==> src/rtl/pipelined_shifter_pkg.sv <==
// Shared types and helpers for the pipelined shift/rotate unit.
package pipelined_shifter_pkg;

  typedef enum logic [2:0] {
    SHIFT_SLL = 3'b000,
    SHIFT_SRL = 3'b001,
    SHIFT_SRA = 3'b010,
    SHIFT_ROL = 3'b011,
    SHIFT_ROR = 3'b100
  } mode_t;

  // Number of register stages for m mux layers grouped reg_every per stage.
  function automatic int calc_latency(input int m, input int reg_every);
    return (m + reg_every - 1) / reg_every;
  endfunction

  // Index of the last mux layer evaluated ahead of register stage s.
  function automatic int stage_last_layer(input int s, input int m, input int reg_every);
    return (((s + 1) * reg_every) < m) ? ((s + 1) * reg_every - 1) : (m - 1);
  endfunction

endpackage

==> src/rtl/pipelined_shifter_layer.sv <==
// One combinational layer of the shifter: moves data by 2**K positions when en is set.
module shift_layer
  import pipelined_shifter_pkg::*;
#(
  parameter int N = 32,
  parameter int K = 0
) (
  input  logic [N-1:0] data,
  input  logic         en,
  input  logic [2:0]   mode,
  input  logic         sign,
  output logic [N-1:0] result
);

  localparam int S = 2 ** K;

  // Select the shifted/rotated form of data; unknown modes pass through.
  always_comb begin
    result = data;
    if (en) begin
      case (mode)
        SHIFT_SLL: result = {data[N-S-1:0], {S{1'b0}}};
        SHIFT_SRL: result = {{S{1'b0}}, data[N-1:S]};
        SHIFT_SRA: result = {{S{sign}}, data[N-1:S]};
        SHIFT_ROL: result = {data[N-S-1:0], data[N-1:N-S]};
        SHIFT_ROR: result = {data[S-1:0], data[N-1:S]};
        default:   result = data;
      endcase
    end else begin
      result = data;
    end
  end

endmodule

==> src/rtl/pipelined_shifter.sv <==
// Pipelined shift/rotate unit with valid/ready handshake on both sides.
// Optional flag outputs (out_zero, out_carry) are enabled with PIPELINED_SHIFTER_FLAGS_EN.
module pipelined_shifter
  import pipelined_shifter_pkg::*;
#(
  parameter int N         = 32,
  parameter int M         = 5,
  parameter int REG_EVERY = 2
) (
  input  logic         clock,
  input  logic         reset,
  input  logic         in_valid,
  output logic         in_ready,
  input  logic [N-1:0] in_data,
  input  logic [M-1:0] in_shamt,
  input  logic [2:0]   in_mode,
  output logic         out_valid,
  input  logic         out_ready,
  output logic [N-1:0] out_data
`ifdef PIPELINED_SHIFTER_FLAGS_EN
  ,
  output logic         out_zero,
  output logic         out_carry
`endif
);

  localparam int L = calc_latency(M, REG_EVERY);

  logic         advance_s;

  logic         valid_r [L];
  logic [N-1:0] data_r  [L];
  logic [2:0]   mode_r  [L];
  logic         sign_r  [L];
  logic [M-1:0] shamt_r [L];

  logic         src_valid_s [L];
  logic [N-1:0] src_data_s  [L];
  logic [2:0]   src_mode_s  [L];
  logic         src_sign_s  [L];
  logic [M-1:0] src_shamt_s [L];

  logic [N-1:0] layer_out_s   [M];
  logic [N-1:0] stage_res_s   [L];
  logic [M-1:0] stage_shamt_s [L];

  // The whole pipe moves in lockstep; only a stalled valid result blocks it.
  assign advance_s = !valid_r[L-1] || out_ready;
  assign in_ready  = advance_s;
  assign out_valid = valid_r[L-1];
  assign out_data  = data_r[L-1];

  genvar gs, gk;
  generate
    for (gs = 0; gs < L; gs++) begin : g_stage
      localparam int LAST = stage_last_layer(gs, M, REG_EVERY);
      if (gs == 0) begin : g_entry
        assign src_valid_s[gs] = in_valid;
        assign src_data_s[gs]  = in_data;
        assign src_mode_s[gs]  = in_mode;
        assign src_sign_s[gs]  = in_data[N-1];
        assign src_shamt_s[gs] = in_shamt;
      end else begin : g_inner
        assign src_valid_s[gs] = valid_r[gs-1];
        assign src_data_s[gs]  = data_r[gs-1];
        assign src_mode_s[gs]  = mode_r[gs-1];
        assign src_sign_s[gs]  = sign_r[gs-1];
        assign src_shamt_s[gs] = shamt_r[gs-1];
      end
      assign stage_res_s[gs]   = layer_out_s[LAST];
      // Bits already consumed by this stage's layers are dropped from the carried amount.
      assign stage_shamt_s[gs] = (src_shamt_s[gs] >> (LAST + 1)) << (LAST + 1);
    end

    for (gk = 0; gk < M; gk++) begin : g_layer
      localparam int ST = gk / REG_EVERY;
      logic [N-1:0] layer_in_s;
      if ((gk % REG_EVERY) == 0) begin : g_head
        assign layer_in_s = src_data_s[ST];
      end else begin : g_chain
        assign layer_in_s = layer_out_s[gk-1];
      end
      shift_layer #(
        .N (N),
        .K (gk)
      ) u_layer (
        .data   (layer_in_s),
        .en     (src_shamt_s[ST][gk]),
        .mode   (src_mode_s[ST]),
        .sign   (src_sign_s[ST]),
        .result (layer_out_s[gk])
      );
    end
  endgenerate

  // Pipeline stage registers: cleared on reset, all advance together or all hold.
  always_ff @(posedge clock or posedge reset) begin
    if (reset) begin
      for (int s = 0; s < L; s++) begin
        valid_r[s] <= 1'b0;
        data_r[s]  <= {N{1'b0}};
        mode_r[s]  <= 3'b000;
        sign_r[s]  <= 1'b0;
        shamt_r[s] <= {M{1'b0}};
      end
    end else if (advance_s) begin
      for (int s = 0; s < L; s++) begin
        valid_r[s] <= src_valid_s[s];
        data_r[s]  <= stage_res_s[s];
        mode_r[s]  <= src_mode_s[s];
        sign_r[s]  <= src_sign_s[s];
        shamt_r[s] <= stage_shamt_s[s];
      end
    end
  end

`ifdef PIPELINED_SHIFTER_FLAGS_EN
  localparam logic [M-1:0] SHAMT_ONE = M'(1'b1);

  logic         entry_carry_s;
  logic [M-1:0] neg_shamt_s;
  logic         src_carry_s [L];
  logic         carry_r     [L];
  logic         zero_r;

  assign neg_shamt_s = {M{1'b0}} - in_shamt;

  // Last bit pushed out of the word, known up front from the operand and amount.
  always_comb begin
    entry_carry_s = 1'b0;
    if (in_shamt != {M{1'b0}}) begin
      case (in_mode)
        SHIFT_SLL:            entry_carry_s = in_data[neg_shamt_s];
        SHIFT_SRL, SHIFT_SRA: entry_carry_s = in_data[in_shamt - SHAMT_ONE];
        default:              entry_carry_s = 1'b0;
      endcase
    end else begin
      entry_carry_s = 1'b0;
    end
  end

  genvar gc;
  generate
    for (gc = 0; gc < L; gc++) begin : g_carry
      if (gc == 0) begin : g_entry
        assign src_carry_s[gc] = entry_carry_s;
      end else begin : g_inner
        assign src_carry_s[gc] = carry_r[gc-1];
      end
    end
  endgenerate

  // Flag registers travel with the data so they line up with out_data.
  always_ff @(posedge clock or posedge reset) begin
    if (reset) begin
      for (int s = 0; s < L; s++) begin
        carry_r[s] <= 1'b0;
      end
      zero_r <= 1'b0;
    end else if (advance_s) begin
      for (int s = 0; s < L; s++) begin
        carry_r[s] <= src_carry_s[s];
      end
      zero_r <= (stage_res_s[L-1] == {N{1'b0}});
    end
  end

  assign out_zero  = zero_r;
  assign out_carry = carry_r[L-1];
`else
  // Without flags the pipe carries only valid, data, mode, sign and shamt.
`endif

endmodule

==> config.mk <==
export PLATFORM = sky130hd
export DESIGN_NAME = pipelined_shifter
export DESIGN_NICKNAME = d
export VERILOG_FILES = /design/src/rtl/pipelined_shifter_pkg.sv /design/src/rtl/pipelined_shifter_layer.sv /design/src/rtl/pipelined_shifter.sv
export SDC_FILE = /design/constraint.sdc
export NUM_CORES = 1
export LEC_CHECK = 0
export ABC_AREA = 1
export BUFFER_PORTS_ARGS = -buffer_cell sky130_fd_sc_hd__clkbuf_2
export CORE_ASPECT_RATIO = 0.7
export CORE_MARGIN = 1.5
export CORE_UTILIZATION = 40
export DETAILED_ROUTE_END_ITERATION = 8
export PLACE_DENSITY_LB_ADDON = 0.05
export SETUP_SLACK_MARGIN = 0.15
export SLEW_MARGIN = 40
export SYNTH_ARGS = -nofsm -noshare
export SYNTH_HDL_FRONTEND = slang
export SYNTH_SLANG_ARGS = --single-unit
==> constraint.sdc <==
create_clock -name clock -period 4.06 [get_ports clock]
set_input_delay 0 -clock clock [delete_from_list [all_inputs] [get_ports clock]]
set_output_delay 0 -clock clock [all_outputs]
set_load 0.005 [all_outputs]
==> summary.md <==
| Metric | Value |
|---|---|
| Status | `finished, final reports clean` |
| CTS tree | `yes` |
| PortBufs | `a little under 80` |
| Total GRT Usage | `about a quarter` |
| Number of synthesized register bits | `roughly 110` |
| Crit share post-route | `about three fifths` |
| Number of enable flip-flop cells after synthesis | `0` |
| Rel. slew slack | `~45%` |
| CTS Buf Count | `9` |
| Initial Utilization | `approximately two fifths` |
| CTS root buffer | `clkbuf_16` |
| Sequential fraction of the synthesis area | `35.5%` |
| Worst min path class | `in2reg` |
| I/O pins | `78` |
| DPL Wire Length | `17100 um` |
| CP Max Fanout | `30` |
| Die Width | `~170 um` |
| Worst Skew | `between 0.01 and 0.015 ns` |
| F_max | `~400 MHz` |
| CP Capture Type | `flop` |
| Routed wire length | `between 20000 and 25000 um` |
| Largest net degree at the start of global routing | `between 150 and 200` |
| Final Core Density | `a little under half` |
| Std-Cell Rows | `42` |
| Mapped cell area | `0.00783 mm^2` |
| Remaining DRCs | `0` |
| Final Max Slew Viols | `0` |
| Synth Flop Type | `dfrtp_1` |
| RSZ-0062 raised after global routing | `no` |
| Critical path class | `reg2reg` |
| First-pass GRT wire length | `about 40000 um` |
| Cell Pwr Density | `approximately 640 mW/mm^2` |
| Hold depth | `3` |
| Syn Inst Count | `between 1000 and 1500` |
| FF-to-FF path depth | `6` |
| Nets | `1317` |
| Die Area | `approximately 0.02 mm^2` |
| Post-route ant nets | `0` |
| Net count after synthesis | `roughly 1300` |
| CP arrival | `between 2 and 3 ns` |
| Synthesized area per cell | `6.27 um^2` |
| Final setup viols | `0` |
| Later-pin clock latency in the skew report | `approximately 0.35 ns` |
| Clk buf depth | `2` |
| Vias per cell | `5.31` |
| CTS clock-pin slew for the worst setup and hold paths | `around 0.080 ns` |
| Fin. Hold Viols | `0` |
| Post-synth ARST share | `100%` |
| Crit path time final | `between 2 and 3 ns` |
| Die Ht | `around 120 um` |
| Routability cong. | `around 0.87` |
| # diodes | `0` |
| Growth of design area from synthesis to finish | `10.9%` |
| Initial antenna violation count | `0` |
| Post-Route Setup TNS | `0 ns` |
| Worst-margin pin slew | `between 0.8 and 0.9 ns` |
| CTS sink count | `111` |
| Startpoint class of the critical path | `flop` |
| Peak supply drop | `0.216 mV` |
| GRT overflow | `0` |
| Layout cells sized above 1 | `a little under a tenth` |
| Starting DRT DRC Count | `863` |
| Core ar. | `approximately 0.019 mm^2` |
| Via count | `about 8200` |
| Vias in the first global route | `between 7000 and 8000` |
| First drt pass iteration count | `5` |
| Post-synth cell types | `25` |
| Max_cap viols | `0` |
| Worst Path Required | `between 4 and 5 ns` |
| Wire per inst | `15.8 um` |
| Yosys Warn Count | `0` |
| Static leakage | `roughly 0.0044 uW` |
| CTS H-Tree Depth | `3` |
| Fill count | `2106` |
==> cell families after synthesis <==
logic type	Yosys count	synth area share, %
AO/OA/AOI/OAI	214	14.2
flip-flops	111	35.5
AND/OR/NAND/NOR	760	41.6
buffers and inverters	163	8.77
==> cell usage in the layout, fill, tap and decap left out, drive strengths merged <==
cell type	instances
inv	85
clkbuf	87
clkinv	4
nand4	1
o211ai	16
buf	6
o21ai	77
a21oi	121
clkinvlp	2
nand2	498
nor2	24
or2	32
dlygate4sd3	8
bufinv	1
nand3	203
nor3	2
dfrtp	111
==> worst max-delay path, cell delays in order (launching register included) <==
cell      delay [ns]
dfrtp_1         0.47
nor2_1          0.10
o21ai_0         0.30
clkinv_1        0.63
buf_4           0.45
o21ai_0         0.28
o21ai_0         0.12
==> state kept, by name (all words and copies together), names as in the netlist <==
| name | flops |
|---|---|
| out_data | 32 |
| out_valid | 1 |
| shamt_r | 4 |
| src_valid_s | 2 |
| mode_r | 6 |
| sign_r | 2 |
| g_layer.layer_in_s | 64 |
==> worst paths after layout <==
path,startpoint,end,slack (ns)
setup / recovery,mode_r[3],out_data[28],1.56
hold / removal,in_mode[2],mode_r[8],0.04
setup reg to reg,mode_r[3],out_data[28],1.56
hold reg to reg,src_valid_s[0],out_valid,0.47
max in group asynchronous,reset,g_layer[2].layer_in_s[10],2.79
min in group asynchronous,reset,out_data[23],0.29
==> what timing repair did <==
item / CTS / global route
hold buffers: 8 / 0
setup buffers: 0 / 0
gates resized for setup: 0 / 0
hold endpoints to repair: 78 / 0
==> per-stage QoR <==
stage	instances	setup slack (ns)	cell area [um^2]	hold WS [ns]	total power, uW
CTS	1542	1.64	8680	0.0294	5560
global route	1542	1.20	8680	0.0828	6090
finish	1542	1.56	8680	0.0361	5550
detailed placement	1518	1.82	8280	0.151	4600
floorplan	1248	1.13	7830	0.110	3700
global placement	1518	1.73	8250	0.202	4570
==> cell type report <==
cell class | count | area (um^2) | area share, %
multi-input combinational | 974 | 4410 | 50.7
sequential | 111 | 2780 | 32.0
timing repair buffer | 91 | 523 | 6.02
tap | 264 | 330 | 3.80
inverter | 86 | 328 | 3.78
clock buffer | 10 | 239 | 2.75
clock inverter | 6 | 78.8 | 0.908
==> synthesized netlist by cell type, types with 4 or more instances <==
| cell | count | area share, % |
|---|---|---|
| o211ai_1 | 16 | 1.5 |
| o21ai_0 | 76 | 4.9 |
| a21oi_1 | 121 | 7.7 |
| nor2_1 | 19 | 0.91 |
| buf_2 | 21 | 1.3 |
| nand2_1 | 496 | 24 |
| dfrtp_1 | 111 | 35 |
| buf_1 | 4 | 0.19 |
| nand3_1 | 200 | 13 |
| inv_1 | 85 | 4.1 |
| or2_1 | 29 | 2.3 |
| clkbuf_1 | 42 | 2.0 |
| buf_4 | 7 | 0.67 |
==> report_power, final <==
group          leakage (uW)  internal (uW)  switching, uW
combinational       0.00291            849           1690
sequential          0.00133           1570            493
clock              0.000148            505            437
==> metal layers <==
metal	track usage, %	wire (um)	up-vias
met5	0	0	-
met2	35.0	9650	239
li1	-	-	4105
met3	3.63	1480	11
met4	3.15	109	0
met1	40.1	13200	3840
Power figures use the tool's default switching activity.
